<file path="src/rtl/program_sequencer_pkg.sv">
// Shared encodings and instruction layout for the RPN CPU fetch stage.
// Imported by the sequencer, its attention latch and the bench.
package program_sequencer_pkg;

  localparam logic [2:0] CMD_NOP = 3'd0;
  localparam logic [2:0] CMD_MOV = 3'd1;
  localparam logic [2:0] CMD_ACC = 3'd2;
  localparam logic [2:0] CMD_JMP = 3'd3;
  localparam logic [2:0] CMD_ATC = 3'd4;

  localparam logic [2:0] COND_UNC = 3'd0;
  localparam logic [2:0] COND_EQ  = 3'd1;
  localparam logic [2:0] COND_NEQ = 3'd2;
  localparam logic [2:0] COND_SLT = 3'd3;
  localparam logic [2:0] COND_SLE = 3'd4;
  localparam logic [2:0] COND_SGT = 3'd5;
  localparam logic [2:0] COND_SGE = 3'd6;

  localparam logic [2:0] ATC_PUSH = 3'd0;
  localparam logic [2:0] ATC_OFLW = 3'd7;

  localparam logic TYPE_NUM = 1'b0;
  localparam logic TYPE_REG = 1'b1;

  typedef struct packed {
    logic [2:0] cmd;
    logic [2:0] sel;
    logic       type1;
    logic [7:0] arg1;
    logic       type2;
    logic [7:0] arg2;
    logic [7:0] target;
  } instr_t;

  function automatic logic [7:0] onehot(
    input logic [2:0] k
  );
    return 8'b1 << k;
  endfunction

endpackage

</file>
<file path="src/rtl/program_sequencer_if.sv">
// Fetch/operand bus between the sequencer, instruction memory
// and the register file read ports.
interface program_sequencer_if;

  logic [31:0] instruction;
  logic [7:0]  address;
  logic [7:0]  rd_addr1;
  logic [7:0]  rd_addr2;
  logic [7:0]  rd_data1;
  logic [7:0]  rd_data2;

  modport master (
    input  instruction,
    input  rd_data1,
    input  rd_data2,
    output address,
    output rd_addr1,
    output rd_addr2
  );

  modport slave (
    output instruction,
    output rd_data1,
    output rd_data2,
    input  address,
    input  rd_addr1,
    input  rd_addr2
  );

endinterface

</file>
<file path="src/rtl/attention_latch.sv">
// Edge-detect and set/consume latch for button attention events;
// LEVEL_MASK bits bypass the latch and report the live input.
module attention_latch
  import program_sequencer_pkg::*;
#(
  parameter logic [7:0] LEVEL_MASK = 8'b1 << ATC_OFLW
) (
  input  logic       clock,
  input  logic       reset,
  input  logic       enable,
  input  logic [7:0] atc_in,
  input  logic [7:0] consume,
  output logic [7:0] pending,
  output logic [7:0] latch
);

  logic [7:0] prev;
  logic [7:0] held;
  logic [7:0] edges;

  assign edges   = atc_in & ~prev & ~LEVEL_MASK;
  assign pending = ((held | edges) & ~LEVEL_MASK)
                 | (atc_in & LEVEL_MASK);
  assign latch   = held;

  // prev loads from atc_in on reset so a held button raises no event
  always_ff @(posedge clock) begin
    if (reset) begin
      held <= '0;
      prev <= atc_in;
    end else if (enable) begin
      held <= (held & ~consume) | edges;
      prev <= atc_in;
    end
  end

endmodule

</file>
<file path="src/rtl/program_sequencer.sv">
// Fetch stage: owns the PC and resolves JMP / ATC branches
// for the word currently returned by instruction memory.
module program_sequencer
  import program_sequencer_pkg::*;
#(
  parameter logic [7:0] RESET_ADDR = 8'd0,
  parameter logic [7:0] LEVEL_MASK = 8'b1 << ATC_OFLW
) (
  input  logic       clock,
  input  logic       reset,
  input  logic       enable,
  input  logic [7:0] atc_in,
  program_sequencer_if.master bus,
  output logic       jump_taken,
  output logic [7:0] atc_pending
);

  instr_t     ins;
  logic [7:0] pc;
  logic [7:0] op_a;
  logic [7:0] op_b;
  logic [7:0] pending;
  logic [7:0] consume;
  logic       cond_hit;
  logic       is_jmp;
  logic       is_atc;

  assign ins          = bus.instruction;
  assign bus.rd_addr1 = ins.arg1;
  assign bus.rd_addr2 = ins.arg2;
  assign bus.address  = pc;

  assign op_a = (ins.type1 == TYPE_REG) ? bus.rd_data1 : ins.arg1;
  assign op_b = (ins.type2 == TYPE_REG) ? bus.rd_data2 : ins.arg2;

  assign is_jmp = (ins.cmd == CMD_JMP);
  assign is_atc = (ins.cmd == CMD_ATC);

  always_comb begin
    cond_hit = 1'b0;
    case (ins.sel)
      COND_UNC: cond_hit = 1'b1;
      COND_EQ:  cond_hit = (op_a == op_b);
      COND_NEQ: cond_hit = (op_a != op_b);
      COND_SLT: cond_hit = ($signed(op_a) <  $signed(op_b));
      COND_SLE: cond_hit = ($signed(op_a) <= $signed(op_b));
      COND_SGT: cond_hit = ($signed(op_a) >  $signed(op_b));
      COND_SGE: cond_hit = ($signed(op_a) >= $signed(op_b));
      default:  cond_hit = 1'b0;
    endcase
  end

  // level bits are never consumed; they track the live source
  always_comb begin
    jump_taken = 1'b0;
    consume    = '0;
    unique case (1'b1)
      is_jmp: jump_taken = cond_hit;
      is_atc: begin
        jump_taken = pending[ins.sel];
        if (jump_taken && !LEVEL_MASK[ins.sel])
          consume = onehot(ins.sel);
      end
      default: ;
    endcase
  end

  always_ff @(posedge clock) begin
    if (reset)
      pc <= RESET_ADDR;
    else if (enable)
      pc <= jump_taken ? ins.target : pc + 8'd1;
  end

  attention_latch #(
    .LEVEL_MASK (LEVEL_MASK)
  ) u_attn (
    .clock   (clock),
    .reset   (reset),
    .enable  (enable),
    .atc_in  (atc_in),
    .consume (consume),
    .pending (pending),
    .latch   (atc_pending)
  );

endmodule
</file>
<file path="src/flat_wrapper.sv">
// flat-port wrapper written by rule: the top's interface ports become plain ports
module program_sequencer_flat import program_sequencer_pkg::*;
#(
  parameter logic [7:0] RESET_ADDR = 8'd0,
  parameter logic [7:0] LEVEL_MASK = 8'b1 << ATC_OFLW
)
  (clock, reset, enable, atc_in, jump_taken, atc_pending, bus_instruction, bus_rd_data1, bus_rd_data2, bus_address, bus_rd_addr1, bus_rd_addr2);
  program_sequencer_if bus_i ();
  input  logic clock;
  input  logic reset;
  input  logic enable;
  input  logic [7:0] atc_in;
  output logic jump_taken;
  output logic [7:0] atc_pending;
  input wire logic [$bits(bus_i.instruction)-1:0] bus_instruction;
  input wire logic [$bits(bus_i.rd_data1)-1:0] bus_rd_data1;
  input wire logic [$bits(bus_i.rd_data2)-1:0] bus_rd_data2;
  output wire logic [$bits(bus_i.address)-1:0] bus_address;
  output wire logic [$bits(bus_i.rd_addr1)-1:0] bus_rd_addr1;
  output wire logic [$bits(bus_i.rd_addr2)-1:0] bus_rd_addr2;
  assign bus_i.instruction = bus_instruction;
  assign bus_i.rd_data1 = bus_rd_data1;
  assign bus_i.rd_data2 = bus_rd_data2;
  assign bus_address = bus_i.address;
  assign bus_rd_addr1 = bus_i.rd_addr1;
  assign bus_rd_addr2 = bus_i.rd_addr2;
  program_sequencer #(.RESET_ADDR(RESET_ADDR), .LEVEL_MASK(LEVEL_MASK)) u_core (.clock(clock), .reset(reset), .enable(enable), .atc_in(atc_in), .bus(bus_i), .jump_taken(jump_taken), .atc_pending(atc_pending));
endmodule
</file>
<file path="config.mk">
export PLATFORM = sky130hd
export DESIGN_NAME = program_sequencer_flat
export DESIGN_NICKNAME = d
export VERILOG_FILES = /design/src/rtl/program_sequencer_pkg.sv /design/src/rtl/program_sequencer_if.sv /design/src/rtl/attention_latch.sv /design/src/rtl/program_sequencer.sv /design/src/flat_wrapper.sv
export SDC_FILE = /design/constraint.sdc
export NUM_CORES = 1
export LEC_CHECK = 0
export CORE_UTILIZATION = 26
export DETAILED_ROUTE_END_ITERATION = 10
export PLACE_DENSITY = 0.55
export SLEW_MARGIN = 20
export SYNTH_ARGS = -nofsm -noshare
export SYNTH_HDL_FRONTEND = slang
export SYNTH_SLANG_ARGS = --single-unit
</file>
<file path="constraint.sdc">
create_clock -name clock -period 3.7 [get_ports clock]
set_input_delay 0.555 -clock clock [delete_from_list [all_inputs] [get_ports clock]]
set_output_delay 0.555 -clock clock [all_outputs]
set_load 0.005 [all_outputs]
</file>
==> results.yml <==
run_status:
  status: "complete, no violations"
timing:
  rsz0062_at_grt: "false"
  max_slew_margin_pct: 47.47
  final_hold_viol_count: 0
  slew_viol_final: 0
  fin_crit_sh_pct: 95.86
  setup_violations: 0
  tightest_slew_ps: 785.5
  worst_clock_skew_ps: 2.328
  fin_setup_tns_ps: 0
  max_clock_freq_mhz: 281.9
  period_needed_ps: 3547
routing:
  drc: 0
  ant_nets: 0
  vias: 1881
  routed_wirelength_um: 5383
  routed_via_density: 4.811
  drtPass1Iterations: 4
  drt_iter0_drc: 63
  post_drt_wl_per_cell_um: 13.77
floorplan:
  io_pins: 92
  core-area_sq_um: 6907
  fp.dieW_um: 87.13
  initial_core_util_pct: 27.28
  die_h_um: 87.13
  rows: 30
  die_area_sq_um: 7592
worst_hold_path:
  min_from: "u_core.u_attn.latch[7]"
  hold_depth: 1
  min_to: "u_core.u_attn.latch[7]"
  hp-class: "reg -> reg"
flow_run:
  cap_viol_max_count: 0
critical_path:
  crit_required_ps: 3140
  r2r_setup_slack_ps: 1580
  start_kind: "primary input"
  end_kind: "output pin"
  critPathMaxStageDelay_ps: 340
  arrival_ps: 2990
  cp-startpoint: "bus_instruction[25]"
  path_class: "in -> out"
  timing.rr.start: "u_core.u_attn.prev[6]"
  rr_worst_depth: 8
  r2r-end: "u_core.u_attn.latch[3]"
  path_max_fanout: 6
  path_cells: "dlygate4sd2_1 -> buf_6 -> mux2_2 -> ha_1 -> nand4_4 -> buf_6 -> o211ai_1 -> o32a_1 -> nor2_1 -> o31a_1 -> nor2_2 -> inv_1 -> dlygate4sd2_1"
  crit_slowest_cell: "o31a_1"
clock_tree:
  cts_buffers: 3
  cts_tree: "built"
  clock_latency_ps: 260
  cts_root_buffer: "clkbuf_8"
  clockBufferDepth: 2
  postCtsHoldBufs: 0
  cts_num_sinks: 23
  h-tree-depth: 1
  clk_transition_reported_paths_ps: 90
power_and_ir_drop:
  p_leak_nw: 1.137
  power.density_nw_per_um2: 240.1
  ir_worst_vdd_uv: 171.4
global_route:
  grt_max_degree: 21
  grt_pass1_vias: 1785
  track_usage_pct: 14.08
  overflow: 0
  grt_pass1_wl_um: 8459
  antenna_found_initial: 0
synth:
  syn_area_per_cell_sq_um: 8.973
  synth-async-reset-ratio_pct: 0
  synth_ff_type: "dfxtp_1"
  synth_seq_area_share_pct: 28.15
  syn-num-nets: 278
  synth-edff-count: 7
  postSynthCellCount: 210
  syn_area_sq_um: 1884
  ys_seq_elements: 23
  yosysWarnings: 0
  yosysUniqueCellTypes: 54
cells_and_area:
  drive_gt1_share_pct: 18.98
  area_delta_synth_final_pct: 64.61
  stdcell_area_sq_um: 3102
  fillers: 705
  diodes: 0
  fin_nets: 364
place:
  port_buffers: 91
  placedInstanceArea_sq_um: 2864
  gp_congestion: 0.7273
  post-dp-hpwl_um: 4027
==> cells by family (layout without fill, tap and decap cells) <==
kind of cell               count (synthesis)  in the layout  share of synthesized area, %
DFF                                       23             23                         28.15
and+or+nand+nor                           72             72                         23.64
muxes                                     16             16                         9.031
AOI/OAI and AO/OA                         57             57                         22.51
buffers and inverters                     33            118                         10.69
adders and majority gates                  9              9                         5.976
==> report_power, final <==
group,leakage (nW),switching [mW],internal [mW]
registers,0.202,0.0133,0.278
logic,0.913,0.111,0.180
clock network,0.0217,0.0865,0.0762
==> registers in the layout, summed over array words and instances (netlist names) <==
signal / count
u_core.u_attn.latch: 8
u_core.u_attn.prev: 7
u_core.bus.address: 8
==> stage by stage <==
step,total power [mW],util (%),worst slack [ps],hold slack [ps],cells
2_1_floorplan,0.4188,-,387.4,462.1,210
3_3_place_gp,0.5475,41.47,-360.1,463.1,387
3_5_place_dp,0.5490,41.47,-377.9,458.7,387
4_1_cts,0.7327,43.57,70.09,480.5,392
5_1_grt,0.7918,44.91,1.075,494.5,391
6_report,0.7447,44.91,153.0,480.4,391
==> area by class of cell <==
class	count	area, sq um	area share (%)
multi-input cells	154	1323	42.64
repair buffers	108	1057	34.09
flip-flops and latches	23	530.5	17.10
well taps	96	120.1	3.873
clock buffers	3	41.29	1.331
inverters	6	22.52	0.7261
clock inverters	1	7.507	0.2420
==> cell usage after synthesis, types with 6 or more instances <==
master | n | share of area, %
nor2_1 | 8 | 1.6
edfxtp_1 | 7 | 11
nand2b_1 | 12 | 4.0
mux2i_1 | 8 | 4.2
mux2_2 | 8 | 4.8
nor2b_1 | 9 | 3.0
nand2_1 | 12 | 2.4
dfxtp_1 | 16 | 17
clkbuf_1 | 7 | 1.4
a21oi_1 | 10 | 2.7
ha_1 | 9 | 6.0
buf_4 | 16 | 6.4
nand3b_1 | 6 | 2.4
a31oi_1 | 6 | 2.0
o211ai_1 | 13 | 5.2
==> worst max-delay path: cells and delay by family <==
family          cells  cell delay [ps]
fa+ha+maj           1              310
mux                 1              330
buf+inv             5              840
compound gates      3              670
simple gates        3              280
==> metal layers <==
layer	wire length, um	GRT usage (%)	vias up
met1	2480	18.75	868
met5	0	0	-
met3	384	1.896	2
li1	-	-	945
met4	23	3.130	0
met2	2495	24.19	66
==> worst max path at each step <==
stage / end / slack, ps / depth (start not counted)
3_5_place_dp: jump_taken / -380 / 11
4_1_cts: jump_taken / 70 / 11
3_3_place_gp: jump_taken / -360 / 11
2_1_floorplan: jump_taken / 390 / 11
5_1_grt: jump_taken / 1 / 13
6_report: jump_taken / 150 / 13
==> cells in the final DEF (no fill, tap or decap), drive strengths merged, types with 6 or more instances in the layout <==
cell type / netlist / final
nand2: 12 / 12
a31oi: 7 / 7
o21ai: 7 / 7
nor2b: 9 / 9
edfxtp: 7 / 7
a21oi: 10 / 10
inv: 6 / 6
nand2b: 12 / 12
buf: 20 / 17
mux2i: 8 / 8
o211ai: 13 / 13
dfxtp: 16 / 16
clkdlybuf4s50: 0 / 85
mux2: 8 / 8
ha: 9 / 9
nand3b: 6 / 6
nor2: 9 / 9
==> timing repair <==
item	in CTS	in global routing
buffers inserted	1	0
resized for setup	17	16
pin swaps	7	7
endpoints found under the setup margin	1	1
(Power assumes the default switching activity.)
